File: src/rtl/pipe_hazard_ctrl.sv
// Pipeline sequencer: load-use stalls, EX redirect flushes and data-memory wait holds,
// plus a saturating count of PC-stall cycles.
module pipe_hazard_ctrl #(
  parameter int unsigned FLUSH_CYCLES = 1,
  parameter int unsigned MEM_TIMEOUT  = 1023,
  parameter int unsigned CNT_W        = 32
) (
  input  logic             clk,
  input  logic             rst,
  input  logic [4:0]       id_rs1addr,
  input  logic [4:0]       id_rs2addr,
  input  logic             id_use_rs1,
  input  logic             id_use_rs2,
  input  logic [4:0]       ex_rwaddr,
  input  logic             ex_writeRD,
  input  logic             ex_memRead,
  input  logic             ex_redirect,
  input  logic             mem_req,
  input  logic             mem_ready,
  output logic             pc_stall,
  output logic             if_id_stall,
  output logic             if_id_flush,
  output logic             id_ex_bubble,
  output logic             id_ex_flush,
  output logic             pipe_hold,
  output logic             mem_timeout,
  output logic [CNT_W-1:0] stall_cnt
);

  typedef enum logic [1:0] {RUN, MEM_WAIT, REDIRECT} state_t;

  localparam logic [15:0] TIMEOUT_V = 16'(MEM_TIMEOUT);
  localparam logic [3:0]  FL_RELOAD = 4'(FLUSH_CYCLES - 1);

  state_t      state, state_n;
  logic [15:0] wait_cnt, wait_cnt_n;
  logic [3:0]  fl_cnt, fl_cnt_n;
  logic        redirect_pend, pend_n;
  logic        timeout_n;
  logic        lu;
  logic        run_eval, redir_eff, mem_blk;
  logic        pc_stall_c, if_id_stall_c, if_id_flush_c;
  logic        id_ex_bubble_c, id_ex_flush_c, pipe_hold_c;

  assign lu = ex_memRead && ex_writeRD && (ex_rwaddr != 5'd0) &&
              ((id_use_rs1 && (id_rs1addr == ex_rwaddr)) ||
               (id_use_rs2 && (id_rs2addr == ex_rwaddr)));

  always_comb begin
    state_n        = state;
    wait_cnt_n     = wait_cnt;
    fl_cnt_n       = fl_cnt;
    pend_n         = redirect_pend;
    timeout_n      = mem_timeout;
    pc_stall_c     = 1'b0;
    if_id_stall_c  = 1'b0;
    if_id_flush_c  = 1'b0;
    id_ex_bubble_c = 1'b0;
    id_ex_flush_c  = 1'b0;
    pipe_hold_c    = 1'b0;
    run_eval       = 1'b1;
    redir_eff      = ex_redirect;
    mem_blk        = mem_req && !mem_ready;

    case (state)
      MEM_WAIT: begin
        if (mem_ready || (wait_cnt == TIMEOUT_V)) begin
          // A timed-out access is abandoned, so the exit cycle never re-enters the wait.
          if (!mem_ready) timeout_n = 1'b1;
          redir_eff = ex_redirect || redirect_pend;
          pend_n    = 1'b0;
          mem_blk   = 1'b0;
          state_n   = RUN;
        end else begin
          run_eval      = 1'b0;
          pipe_hold_c   = 1'b1;
          pc_stall_c    = 1'b1;
          if_id_stall_c = 1'b1;
          wait_cnt_n    = wait_cnt + 16'd1;
          if (ex_redirect) pend_n = 1'b1;
        end
      end
      REDIRECT: redir_eff = 1'b1;
      default: ;
    endcase

    if (run_eval) begin
      if (mem_blk) begin
        pipe_hold_c   = 1'b1;
        pc_stall_c    = 1'b1;
        if_id_stall_c = 1'b1;
        state_n       = MEM_WAIT;
        wait_cnt_n    = 16'd1;
        if (redir_eff) pend_n = 1'b1;
      end else if (redir_eff) begin
        if_id_flush_c = 1'b1;
        id_ex_flush_c = 1'b1;
        if (state == REDIRECT && !ex_redirect) begin
          if (fl_cnt == 4'd1) state_n = RUN;
          else                fl_cnt_n = fl_cnt - 4'd1;
        end else if (FLUSH_CYCLES > 1) begin
          state_n  = REDIRECT;
          fl_cnt_n = FL_RELOAD;
        end else begin
          state_n = RUN;
        end
      end else if (lu) begin
        pc_stall_c     = 1'b1;
        if_id_stall_c  = 1'b1;
        id_ex_bubble_c = 1'b1;
        state_n        = RUN;
      end else begin
        state_n = RUN;
      end
    end
  end

  assign pc_stall     = pc_stall_c     && !rst;
  assign if_id_stall  = if_id_stall_c  && !rst;
  assign if_id_flush  = if_id_flush_c  && !rst;
  assign id_ex_bubble = id_ex_bubble_c && !rst;
  assign id_ex_flush  = id_ex_flush_c  && !rst;
  assign pipe_hold    = pipe_hold_c    && !rst;

  always_ff @(posedge clk or posedge rst) begin
    if (rst) begin
      state         <= RUN;
      wait_cnt      <= '0;
      fl_cnt        <= '0;
      redirect_pend <= 1'b0;
      mem_timeout   <= 1'b0;
      stall_cnt     <= '0;
    end else begin
      state         <= state_n;
      wait_cnt      <= wait_cnt_n;
      fl_cnt        <= fl_cnt_n;
      redirect_pend <= pend_n;
      mem_timeout   <= timeout_n;
      if (pc_stall_c && (stall_cnt != '1)) stall_cnt <= stall_cnt + CNT_W'(1);
    end
  end

endmodule
File: config.mk
export PLATFORM = sky130hd
export DESIGN_NAME = pipe_hazard_ctrl
export DESIGN_NICKNAME = d
export VERILOG_FILES = /design/src/rtl/pipe_hazard_ctrl.sv
export SDC_FILE = /design/constraint.sdc
export NUM_CORES = 1
export LEC_CHECK = 0
export CORE_ASPECT_RATIO = 1.25
export CORE_MARGIN = 2
export CORE_UTILIZATION = 49
export DETAILED_ROUTE_END_ITERATION = 10
export PLACE_DENSITY = 0.75
export REMOVE_ABC_BUFFERS = 1
export SETUP_SLACK_MARGIN = 0.05
export SYNTH_ARGS = -nofsm -noshare
export SYNTH_HDL_FRONTEND = slang
export SYNTH_SLANG_ARGS = --single-unit
export TNS_END_PERCENT = 30
File: constraint.sdc
create_clock -name clk -period 5.98 [get_ports clk]
set_input_delay 1.794 -clock clk [delete_from_list [all_inputs] [get_ports clk]]
set_output_delay 1.794 -clock clk [all_outputs]
set_load 0.05 [all_outputs]
Word level (Yosys, flattened, before mapping) --
Cells that the tools add are included. Widths: inputs -> output; s select.
Storage, ports and cells: flip-flop bits (word level) 56, latch bits 0, RAM bits 0, bits in read-only memories 0, output and inout bits 39, memories 0
Operators by class: add/sub/neg operators 3, multiply operators 0, div/mod/pow operators 0, magnitude comparators 0, eq/ne operators 7, shift operators 0, mux-type cells 38, bitwise operators 3, reductions and logical operators 21
Operator list (number):
- $mux 16 | 4
- $add 32x1->32 const B | 1
- $ne 32x32->1 const B | 1
- $mux 1 | 26
- $add 16x1->16 const B | 1
- $eq 16x10->1 const B | 1
- $mux 2 | 7
- $logic_and 1x1->1 | 12
- $eq 5x5->1 | 2
- $reduce_and 5->1 | 1
- $reduce_bool 5->1 | 1
- $eq 4x1->1 const B | 1
- $sub 4x1->4 const B | 1
- $logic_not 1->1 | 3
- $logic_or 1x1->1 | 3
- $not 1->1 | 3
- $reduce_and 3->1 | 1
- $eq 2x1->1 const B | 1
- $eq 2x2->1 const B | 1
- $pmux 1 s2 | 1

Depth between registers and ports, before layout --
depth in word-level cells 9, gate-level depth with buffers 11, depth with buffers taken out 9

Worst setup path before layout --
Ideal clock, no wire load.
kind input-to-output, start input port ex_rwaddr[4], end output port pc_stall, arrival time 3720 ps, required time 4186 ps, slack 466 ps, stages 7, path through xor2_1 -> nor4_1 -> a32oi_1 -> o21ai_2 -> o21ai_0 -> nor2_1 -> buf_4
On the way: longest elaborated chain between the ends 9
RTL lines:
- start, declared | RTL line 14 | input logic [4:0] ex_rwaddr,
- $eq 5x5->1 (on tied branches) | RTL line 46, 47
- $logic_and 1x1->1 (on tied branches) | RTL line 46, 47
- $logic_or 1x1->1 | RTL line 46 | ((id_use_rs1 && (id_rs1addr == ex_rwaddr)) ||
- $logic_and 1x1->1 (*) | RTL line 45 | assign lu = ex_memRead && ex_writeRD && (ex_rwaddr != 5'd0) &&
- $mux 1 (*) (4 in a row)
- $logic_and 1x1->1 (*)
- end, declared | RTL line 20 | output logic pc_stall,
Every way passes the cells marked *; elsewhere a longest branch is shown, timed or not.

Final worst setup path --
start input port ex_rwaddr[4], end output port pc_stall
On the way: longest elaborated chain between the ends 9
RTL lines:
- $eq 5x5->1 (on tied branches) | RTL line 46, 47
- $logic_and 1x1->1 (on tied branches) | RTL line 46, 47
- $logic_or 1x1->1 | RTL line 46
- $logic_and 1x1->1 (*) | RTL line 45
- $mux 1 (*) | RTL line 107 | end else if (lu) begin
- $mux 1 (*) | RTL line 95 | end else if (redir_eff) begin
- $mux 1 (*) | RTL line 88 | if (mem_blk) begin
- $mux 1 (*) | RTL line 87 | if (run_eval) begin
- $logic_and 1x1->1 (*) | RTL line 118 | assign pc_stall = pc_stall_c && !rst;
Marks and branches as above.

==> results.json <==
{
  "drt_iter0_drc": 110,
  "ctsHoldBuffers": 0,
  "initial_utilization": 0.512,
  "crit_chain": "clkdlybuf4s50_1 > xor2_1 > nor4_1 > a32oi_1 > o21ai_2 > o21ai_0 > nor2_1 > buf_12",
  "yosysMostFrequentCell": "dfrtp_1",
  "grt_pass1_wl_um": 10300,
  "die_height_um": 91.4,
  "fin_crit_ns": 5.63,
  "fp.dieArea_sq_um": 6760,
  "io_pins": 63,
  "via_per_inst": 5.37,
  "n_antenna_cell": 0,
  "drive_gt1_frac": 0.0707,
  "die_w_um": 73.9,
  "ir_drop_mv": 0.289,
  "grt-ovfl-total": 0,
  "grtUsageTotal": 0.192,
  "antenna_left": 0,
  "worst_path_dominant_cell_family": "buffers and inverters",
  "rr_startpoint": "wait_cnt[11]",
  "min_period_over_period": 0.942,
  "hold_viol_final": 0,
  "globalplace.congestion": 0.721,
  "fin_hold_ws_ns": 0.483,
  "synth_cell_type_count": 40,
  "synthArstFlopShare": 1.00,
  "crit_fanout": 3,
  "antenna_found_initial": 0,
  "cap_violations": 0,
  "root_buffer": "clkbuf_8",
  "syn_avg_cell_area_sq_um": 9.82,
  "wirelength_um": 6210,
  "slew_violations": 0,
  "required_ns": 4.19,
  "drt_pass1_iterations": 4,
  "leakagePower_nw": 1.73,
  "dp.cells": 443,
  "endpoint_kind": "output port",
  "rsz0062_at_grt": "false",
  "cts-htree-levels": 2,
  "yosys_warnings": 0,
  "power_density_nw_per_um2": 231,
  "route.detailed.drc": 0,
  "core_area_sq_um": 5860,
  "start_kind": "input port",
  "ys.flop_type": "dfrtp_1",
  "layoutNonFillerInstCount": 450,
  "clockBufferDepth": 2,
  "dp_hpwl_um": 4500,
  "synth_area_sq_um": 3000,
  "setup-tns-final_ns": 0,
  "critical-path-slowest-cell": "clkdlybuf4s50_1",
  "ys_ff_latch": 56,
  "cts.sink_count": 56,
  "grt_pass1_vias": 2304,
  "finalClockSkew_ns": 0.00523,
  "cts_inserted_buffers": 5,
  "postLayoutCoreUtil": 0.647,
  "yosysTopAreaCellShare": 0.468,
  "synthCells": 305,
  "slowest_delay_ns": 0.47,
  "crit_arrival_ns": 3.84,
  "worst_slew_pin_slew_ns": 0.702,
  "clk_pin_slew_ns": 0.09,
  "synth_commonest_cells": "dfrtp_1 (56), xor2_1 (38), nor2_1 (30)",
  "synth_area_leaders": "dfrtp_1 (47%), xor2_1 (11%), xnor2_1 (4.7%), nor2_1 (3.8%), nor3_1 (3.5%)",
  "synth_edf_count": 0,
  "area_growth_pct": 26.4,
  "holdCritStartpoint": "mem_timeout",
  "wl_per_cell_um": 13.8,
  "finalSetupViolations": 0,
  "critPathBufInv": 2,
  "path_class": "input port to output port",
  "final_nets": 398,
  "synth_largest_area_cell": "dfrtp_1",
  "worstSkewPairLatency_ns": 0.31,
  "cts-resized-gates": 0,
  "multi_input_area_sq_um": 1460,
  "n_fill_cell": 505,
  "portBuffers": 62,
  "clock.fmax_ghz": 0.178,
  "vias": 2418,
  "grt_max_degree": 57,
  "max_slew_margin": 0.532,
  "seq_area_sq_um": 1400,
  "ys_seq_area_frac": 0.468,
  "rows": 31,
  "min_path_type": "flop to flop",
  "startpoint": "ex_rwaddr[4]",
  "status": "finished clean",
  "cts_tree": "yes",
  "cts_setup_buffers": 0
}
-- logic make-up after synthesis --
group | Yosys count | synth area share
adders and majority gates | 6 | 0.0251
xor gates and xnor gates | 54 | 0.158
DFF | 56 | 0.468
AOI/OAI and AO/OA | 25 | 0.0631
and+or+nand+nor | 134 | 0.233
muxes | 2 | 0.00752
buffers and inverters | 28 | 0.0455
-- sequential cells by signal, indices dropped and copies added (netlist names) --
signal and flops:
stall_cnt 32, wait_cnt 16, fl_cnt 4, state 2, mem_timeout 1, redirect_pend 1
-- area by class of cell --
type,instances,area share
clock buffer,7,0.0254
inverter,18,0.0178
sequential,56,0.370
multi-input combinational,221,0.385
tap,82,0.0271
timing repair buffer,66,0.174
-- worst paths after layout --
check	end	slack, ns	cells past startpoint
worst max-delay path	pc_stall	0.35	8
worst min-delay path	mem_timeout	0.48	1
worst max register to register	stall_cnt[1]	3.21	7
worst min register to register	mem_timeout	0.48	1
max in group asynchronous	wait_cnt[8]	3.44	3
min in group asynchronous	redirect_pend	2.07	3
-- layout by cell type (no fill, tap or decap), types with 2 or more instances in the layout --
| cell | netlist | final |
|---|---|---|
| clkbuf_8 | 0 | 7 |
| buf_4 | 2 | 8 |
| a21oi_1 | 6 | 6 |
| clkdlybuf4s50_1 | 0 | 56 |
| nor4_1 | 9 | 9 |
| xnor2_1 | 16 | 16 |
| nor3_1 | 21 | 21 |
| or3_1 | 7 | 7 |
| nand3_1 | 16 | 16 |
| nor2_1 | 30 | 30 |
| inv_1 | 18 | 17 |
| nand4_1 | 6 | 6 |
| o22ai_1 | 2 | 2 |
| o21ai_0 | 6 | 6 |
| ha_1 | 6 | 6 |
| and3_1 | 8 | 8 |
| buf_12 | 0 | 2 |
| and4_1 | 6 | 6 |
| nand2_1 | 23 | 23 |
| nor3_2 | 2 | 2 |
| xor2_1 | 38 | 38 |
| dfrtp_1 | 56 | 56 |
| mux2_1 | 2 | 2 |
-- where the power goes --
group          internal, mW  total, mW  switching, mW  leakage [nW]
clock network         0.104      0.225          0.121        0.0503
logic                0.0814      0.215          0.134         0.947
registers             0.403      0.434         0.0305         0.729
-- metal layers --
layer,up-vias,share of wire,global-route usage,routed length (um)
met1,1187,0.43,0.237,2690
met5,-,0,0,0
met2,54,0.50,0.330,3100
met3,5,0.058,0.0444,358
li1,1172,-,-,-
met4,0,0.0084,0.0545,52
-- per-stage QoR --
step,worst slack [ns],cell area (sq um),power (mW)
finish,0.349,3790,0.874
global route,0.230,3790,0.913
floorplan,-0.0941,2930,0.572
CTS,0.319,3790,0.884
global placement,0.418,3690,0.653
detailed placement,0.319,3690,0.657
Note: power is estimated with default switching activity, not from simulation.
